### config.mk
export PLATFORM = sky130hd
export DESIGN_NAME = pipe_front_regs
export DESIGN_NICKNAME = d
export VERILOG_FILES = /design/src/rtl/pipe_front_regs.sv
export SDC_FILE = /design/constraint.sdc
export NUM_CORES = 1
export LEC_CHECK = 0
export ABC_CLOCK_PERIOD_IN_PS = 1800
export BUFFER_PORTS_ARGS = -buffer_cell sky130_fd_sc_hd__buf_2
export CAP_MARGIN = 10
export CORE_MARGIN = 8
export CORE_UTILIZATION = 38
export CTS_BUF_LIST = sky130_fd_sc_hd__clkbuf_8 sky130_fd_sc_hd__clkbuf_16
export DETAILED_ROUTE_END_ITERATION = 16
export PLACE_DENSITY_LB_ADDON = 0.1
export SYNTH_ARGS = -nofsm -noshare
export SYNTH_HDL_FRONTEND = slang
export SYNTH_SLANG_ARGS = --single-unit
export TNS_END_PERCENT = 100
### constraint.sdc
create_clock -name clk -period 1.8 [get_ports clk]
set_input_delay 0.18 -clock clk [delete_from_list [all_inputs] [get_ports clk]]
set_output_delay 0.18 -clock clk [all_outputs]
set_load 0.01 [all_outputs]
### src/rtl/pipe_front_regs.sv
// Front-end pipeline state for the 16-bit, 8-register in-order core:
// PC, IF/ID latch, ID/EX control latch and a saturating stall counter.
// Hazard-facing outputs come only from flops or from decode of the
// IF/ID flops, so no input reaches them combinationally.
module pipe_front_regs #(
    parameter int PC_W  = 8,
    parameter int CNT_W = 16
) (
    input  logic             clk,
    input  logic             rst_n,
    output logic [PC_W-1:0]  imem_addr,
    input  logic [15:0]      imem_rdata,
    input  logic             pc_write,
    input  logic             if_id_write,
    input  logic             id_ex_flush,
    input  logic             branch_taken,
    input  logic [PC_W-1:0]  branch_target,
    output logic [PC_W-1:0]  pc,
    output logic             if_id_valid,
    output logic [PC_W-1:0]  if_id_pc,
    output logic [15:0]      if_id_instr,
    output logic [2:0]       if_id_rs1,
    output logic [2:0]       if_id_rs2,
    output logic             id_ex_valid,
    output logic             id_ex_memread,
    output logic             id_ex_memwrite,
    output logic             id_ex_regwrite,
    output logic [2:0]       id_ex_rd,
    output logic [2:0]       id_ex_rs1,
    output logic [2:0]       id_ex_rs2,
    output logic [15:0]      id_ex_imm,
    output logic [CNT_W-1:0] stall_count
);

    typedef struct packed {
        logic        valid;
        logic        memread;
        logic        memwrite;
        logic        regwrite;
        logic [2:0]  rd;
        logic [2:0]  rs1;
        logic [2:0]  rs2;
        logic [15:0] imm;
    } id_ex_t;

    logic [PC_W-1:0]  pc_q, pc_d;
    logic             if_id_valid_q, if_id_valid_d;
    logic [PC_W-1:0]  if_id_pc_q, if_id_pc_d;
    logic [15:0]      if_id_instr_q, if_id_instr_d;
    id_ex_t           id_ex_q, id_ex_d;
    logic [CNT_W-1:0] stall_count_q, stall_count_d;
    id_ex_t           dec;

    logic [3:0]  op;
    logic [2:0]  fa, fb, fc;
    logic [15:0] simm;

    assign op   = if_id_instr_q[15:12];
    assign fa   = if_id_instr_q[11:9];
    assign fb   = if_id_instr_q[8:6];
    assign fc   = if_id_instr_q[5:3];
    assign simm = {{10{if_id_instr_q[5]}}, if_id_instr_q[5:0]};

    // Decode the IF/ID latch; an invalid entry decodes to a bubble.
    always_comb begin
        dec = '0;
        if (if_id_valid_q) begin
            dec.valid = 1'b1;
            case (op)
                4'd1, 4'd2: begin
                    dec.rd = fa; dec.rs1 = fb; dec.rs2 = fc; dec.regwrite = 1'b1;
                end
                4'd3: begin
                    dec.rd = fa; dec.rs1 = fb; dec.memread = 1'b1;
                    dec.regwrite = 1'b1; dec.imm = simm;
                end
                4'd4: begin
                    dec.rs2 = fa; dec.rs1 = fb; dec.memwrite = 1'b1; dec.imm = simm;
                end
                4'd5: begin
                    dec.rs1 = fa; dec.rs2 = fb; dec.imm = simm;
                end
                default: ;
            endcase
        end
    end

    // Next state: redirect beats stall; flush bubbles ID/EX whenever not redirecting.
    always_comb begin
        pc_d          = pc_q;
        if_id_valid_d = if_id_valid_q;
        if_id_pc_d    = if_id_pc_q;
        if_id_instr_d = if_id_instr_q;
        id_ex_d       = '0;
        stall_count_d = stall_count_q;
        if (branch_taken) begin
            pc_d          = branch_target;
            if_id_valid_d = 1'b0;
            if_id_pc_d    = '0;
            if_id_instr_d = '0;
        end else begin
            if (pc_write) pc_d = pc_q + PC_W'(1);
            if (if_id_write) begin
                if_id_valid_d = 1'b1;
                if_id_pc_d    = pc_q;
                if_id_instr_d = imem_rdata;
            end
            if (!id_ex_flush) id_ex_d = dec;
            if (!pc_write && stall_count_q != '1)
                stall_count_d = stall_count_q + CNT_W'(1);
        end
    end

    // State registers, cleared asynchronously.
    always_ff @(posedge clk or negedge rst_n) begin
        if (!rst_n) begin
            pc_q          <= '0;
            if_id_valid_q <= 1'b0;
            if_id_pc_q    <= '0;
            if_id_instr_q <= '0;
            id_ex_q       <= '0;
            stall_count_q <= '0;
        end else begin
            pc_q          <= pc_d;
            if_id_valid_q <= if_id_valid_d;
            if_id_pc_q    <= if_id_pc_d;
            if_id_instr_q <= if_id_instr_d;
            id_ex_q       <= id_ex_d;
            stall_count_q <= stall_count_d;
        end
    end

    assign pc             = pc_q;
    assign imem_addr      = pc_q;
    assign if_id_valid    = if_id_valid_q;
    assign if_id_pc       = if_id_pc_q;
    assign if_id_instr    = if_id_instr_q;
    assign if_id_rs1      = dec.rs1;
    assign if_id_rs2      = dec.rs2;
    assign id_ex_valid    = id_ex_q.valid;
    assign id_ex_memread  = id_ex_q.memread;
    assign id_ex_memwrite = id_ex_q.memwrite;
    assign id_ex_regwrite = id_ex_q.regwrite;
    assign id_ex_rd       = id_ex_q.rd;
    assign id_ex_rs1      = id_ex_q.rs1;
    assign id_ex_rs2      = id_ex_q.rs2;
    assign id_ex_imm      = id_ex_q.imm;
    assign stall_count    = stall_count_q;

endmodule

After elaboration in Yosys (flattened, before gate mapping)
Cells that the tools add are included.

Bits of input ports: 30. Flip-flop bits (word level): 78. Latch bits: 0. Memories: 0. Word-level logic and storage cells: 48. Output and inout bits: 92. ROM bits: 0. RAM bits: 0.

Reductions and logical operators: 9. Equal/unequal tests: 6. Multiply operators: 0. Bitwise operators: 1. Add/sub/neg operators: 2. $lt $le $gt $ge: 0. Divide/modulo/power cells: 0. Muxes and demuxes: 17. Shift-type cells: 0.

Operator list (count): 29-bit two-way mux (3); 16-bit two-way mux (3); 8-bit two-way mux (4); 16-bit by 1-bit adder with 16-bit output (second input constant) (1); 16-bit != test (second input constant) (1); 3-bit one-hot mux with 3 select lines (1); 8-bit by 1-bit adder with 8-bit output (second input constant) (1); 4-bit by 2-bit == test with 1-bit output (second input constant) (2); 4-bit by 3-bit == test with 1-bit output (second input constant) (2); 3-bit one-hot mux with 2 select lines (1); 3-bit OR reduction (2); 4-bit by 1-bit == test with 1-bit output (second input constant) (1); 1-bit two-way mux (4); 4-bit two-way mux (1); 2-bit nonzero test (2); 4-bit OR reduction (1); 2-bit AND reduction (1); 2-bit OR reduction (1); 1-bit logical AND (1); 1-bit logical NOT (1); 1-bit NOT (1).

Depth between registers and ports, before layout
Depth after elaboration: 6. Gate-level depth with buffers: 6. Gate-level depth less buffers: 5.

Worst setup path after synthesis
OpenSTA, ideal clock, no wires.

Kind: register -> register. From: reg stall_count_q[0], in the netlist stall_count[0]. To: reg stall_count_q[1], in the netlist stall_count[1]. Setup slack: 0.094 ns. Cell stages (with the launch flop): 7. Path buffers: 1. Clock period less this slack: 1.706 ns. Required time: 1.675 ns. Library setup time: 0.125 ns. Arrival: 1.581 ns. Cell sequence: dfrtp_1 ha_1 nand3_1 and4bb_1 buf_6 nor2_4 mux2_4.

Longest elaborated chain between the ends: 3. Elaborated cells on any way between the ends: 4. Those cells by class: add/sub: 1; eq/ne: 1; reduce/logical: 2.

Ends and longest elaborated chain: start: declaration (RTL line 51) `logic [CNT_W-1:0] stall_count_q, stall_count_d;`; start signal: assignment (RTL line 129) `stall_count_q <= stall_count_d;`; parallel branches: the longest is 3 deep, another holds 16-bit by 1-bit adder with 16-bit output.

Several ways; the timed one is not identified. A chain may end at the register's enable or synchronous reset.

Final worst setup path
From: reg if_id_instr_q[13], in the netlist if_id_instr[13]. To: out if_id_rs2[2].

Longest elaborated chain between the ends: 4. Elaborated cells on any way between the ends: 7. Those cells by class: eq/ne: 4; mux: 2; reduce/logical: 1.

Ends and longest elaborated chain: start: declaration (RTL line 49) `logic [15:0] if_id_instr_q, if_id_instr_d;`; start signal: assignment (RTL line 127) `if_id_instr_q <= if_id_instr_d;`; 4-bit by 1-bit == test with 1-bit output / 4-bit by 2-bit == test with 1-bit output (equally long branches) (RTL line 69) `case (op)`; 2-bit OR reduction (RTL line 69); 3-bit one-hot mux with 3 select lines * (RTL line 69); 29-bit two-way mux * (RTL line 67) `if (if_id_valid_q) begin`; end: declaration (RTL line 23) `output logic [2:0] if_id_rs2,`.

Mark *: on every way between the ends. The rest lies on a longest branch, timed or not.

==> out/results.ini <==
[synthesis]
synthTopCellsByCount = dfrtp_1, nor2_1, mux2i_1
synth_nets = 333
syn_area_um2 = 3240
synth_edf_count = 0
synth.largest_area_cell = dfrtp_1
synth_area_leaders = dfrtp_1, mux2i_1, buf_4
seq_area_frac_synth = 0.525
ys.flop_type = dfrtp_1
synth_seq_cells = 68
syn_inst = 301
yosysUniqueCellTypes = 38
synth_top_cell_area_share = 0.525
synth-warning-count = 0
synth_most_common_cell = dfrtp_1
avgSynthCellArea_um2 = 10.8
synthArstFlopShare = 1.00

[timing]
max_slew_margin = 0.632
drv_slew = 0
fmax_ghz = 0.544
finalSetupTns_ns = -0.0802
finalHoldViolations = 0
final-setup-viol-count = 5
finalCriticalPeriod_ns = 1.84
rsz0062_at_grt = true
worst_pin_slew_ns = 0.547
fin_skew_ns = 0.0166
setup_ws_ns = -0.0374
fin_crit_sh = 1.02

[worst_setup_path]
arrival_ns = 1.66
critPathRequiredTime_ns = 1.62
startpoint_type = flop
critPathMaxFanout = 5
criticalPathCategory = reg -> out
end_kind = primary output

[detailed_routing]
vias = 2630
vias_per_cell = 4.86
firstDrtPassIters = 5
wirelength_um = 8410
ant_nets = 0
drt-initial-drc-count = 58
wire_per_inst_um = 15.5
route.detailed.drc = 0

[die]
die_x_um = 108
io_pins = 122
die_y_um = 108
start_util = 0.393
num_rows = 33
dieArea_um2 = 11700
core_um2 = 8260

[final_layout]
antenna_cells = 0
drive_above_1_share = 0.440
finalNetCount = 463
layout-area-overhead-vs-synth_pct = 32.1
final.fill_count = 792
design_area_um2 = 4280
multi_input_area_um2 = 1390
regArea_um2 = 1710
post-route-util = 0.519

[clocking]
path_clk_slew_ns = 0.08
cts.sinks = 68
clk_path_buf_depth = 2
insertion_delay_ns = 0.33
numCtsBuffers = 9
ctsHtreeMaxLevel = 3
cts-root-buf = clkbuf_8
cts_tree = done

[global_routing]
grt.total_usage = 0.144
grt_pass1_vias = 2638
grt_max_degree = 40
grt_pass1_wl_um = 13600
antenna_found_initial = 1
overflow = 0

[placement]
finalWeightedCongestion = 0.815
port_buffers = 121
dpl_worst_slack_ns = 0.0770
place_area_um2 = 3900
dp_hpwl_um = 6230

[hold_path]
hp-class = in -> reg

[run]
cap_violations = 0

[pwr]
p_leak_nw = 2.32
power.density_nw_per_um2 = 876
peakVddDrop_mv = 0.389
fin_total_pwr_mw = 3.75

[run_status]
status = finished, violations left
violations = setup timing

-- cells by family (layout without fill, tap and decap cells) --
group / count (synthesis) / after routing / share of synthesized area
and+or+nand+nor: 120 / 120 / 0.205
DFF: 68 / 68 / 0.525
buffers and inverters: 35 / 170 / 0.0691
AOI/OAI and AO/OA: 27 / 27 / 0.0471
muxes: 29 / 29 / 0.0922
adders and majority gates: 2 / 2 / 0.00771
xor gates and xnor gates: 20 / 20 / 0.0540
-- flip-flops by register name (all words and copies together), names as in the netlist --
name	cells
id_ex_imm	6
imem_addr	8
id_ex_rd	3
id_ex_memwrite	1
id_ex_memread	1
id_ex_rs2	3
stall_count	16
id_ex_regwrite	1
if_id_valid	1
id_ex_rs1	3
id_ex_valid	1
if_id_pc	8
if_id_instr	16
-- cell usage in the layout (no fill, tap or decap), types with 8 or more instances in the layout --
cell type  instances
nand2_1           20
o21ai_0            8
nor2_1            35
buf_2            121
buf_4             26
mux2i_1           25
xor2_1            13
dfrtp_1           65
and2_1            15
clkbuf_8          11
-- repair_timing --
item	CTS	global route
endpoints found under the setup margin	6	8
setup buffers	6	7
pin swaps	3	6
hold buffers	1	0
resized for setup	9	22
hold endpoints to repair	15	0
-- layer usage --
layer / vias up / wire (µm) / share of wire / track usage
li1: 1265 / - / - / -
met1: 1265 / 3840 / 0.46 / 0.192
met2: 92 / 3640 / 0.43 / 0.211
met3: 6 / 860 / 0.10 / 0.0613
met4: 2 / 55 / 0.0065 / 0.0381
met5: - / 14 / 0.0017 / 0
-- final cells by class --
type                    count  share of cell area
flip-flops and latches     68               0.398
multi-input cells         198               0.324
repair buffers            152               0.202
clock buffers              11              0.0353
well taps                 105              0.0307
clock inverters             5             0.00818
inverters                   2             0.00175
-- worst paths after layout --
check	startpoint	end	slack, ns	depth (start not counted)
hold reg to reg	if_id_instr[1]$_DFFE_PN0P_	id_ex_imm[1]$_DFF_PN0_	0.51	1
setup / recovery	if_id_instr[13]$_DFFE_PN0P_	if_id_rs2[2]	-0.04	6
hold / removal	branch_target[1]	imem_addr[1]$_DFFE_PN0P_	0.06	3
max in group asynchronous	rst_n	if_id_instr[14]$_DFFE_PN0P_	0.92	3
setup reg to reg	stall_count[1]$_DFFE_PN0P_	stall_count[10]$_DFFE_PN0P_	0.15	6
min in group asynchronous	rst_n	if_id_instr[8]$_DFFE_PN0P_	0.31	2
-- worst max-delay path, stage by stage (launching register included) --
cell and delay, ns:
dfrtp_2 0.47, buf_6 0.15, nand2b_4 0.15, nor2_4 0.13, a22oi_1 0.10, nor2b_1 0.16, buf_2 0.16
-- where the power goes --
part           total (mW)  switching (mW)  internal (mW)
Clock                1.18           0.597          0.578
Sequential           1.82           0.163           1.65
Combinational       0.760           0.397          0.363
-- metrics by stage --
stage | hold WS, ns | std cells
global placement | 0.137 | 511
global route | 0.0409 | 541
finish | 0.0613 | 541
CTS | 0.0487 | 534
floorplan | -0.116 | 301
detailed placement | 0.141 | 511
(Power assumes the default switching activity.)
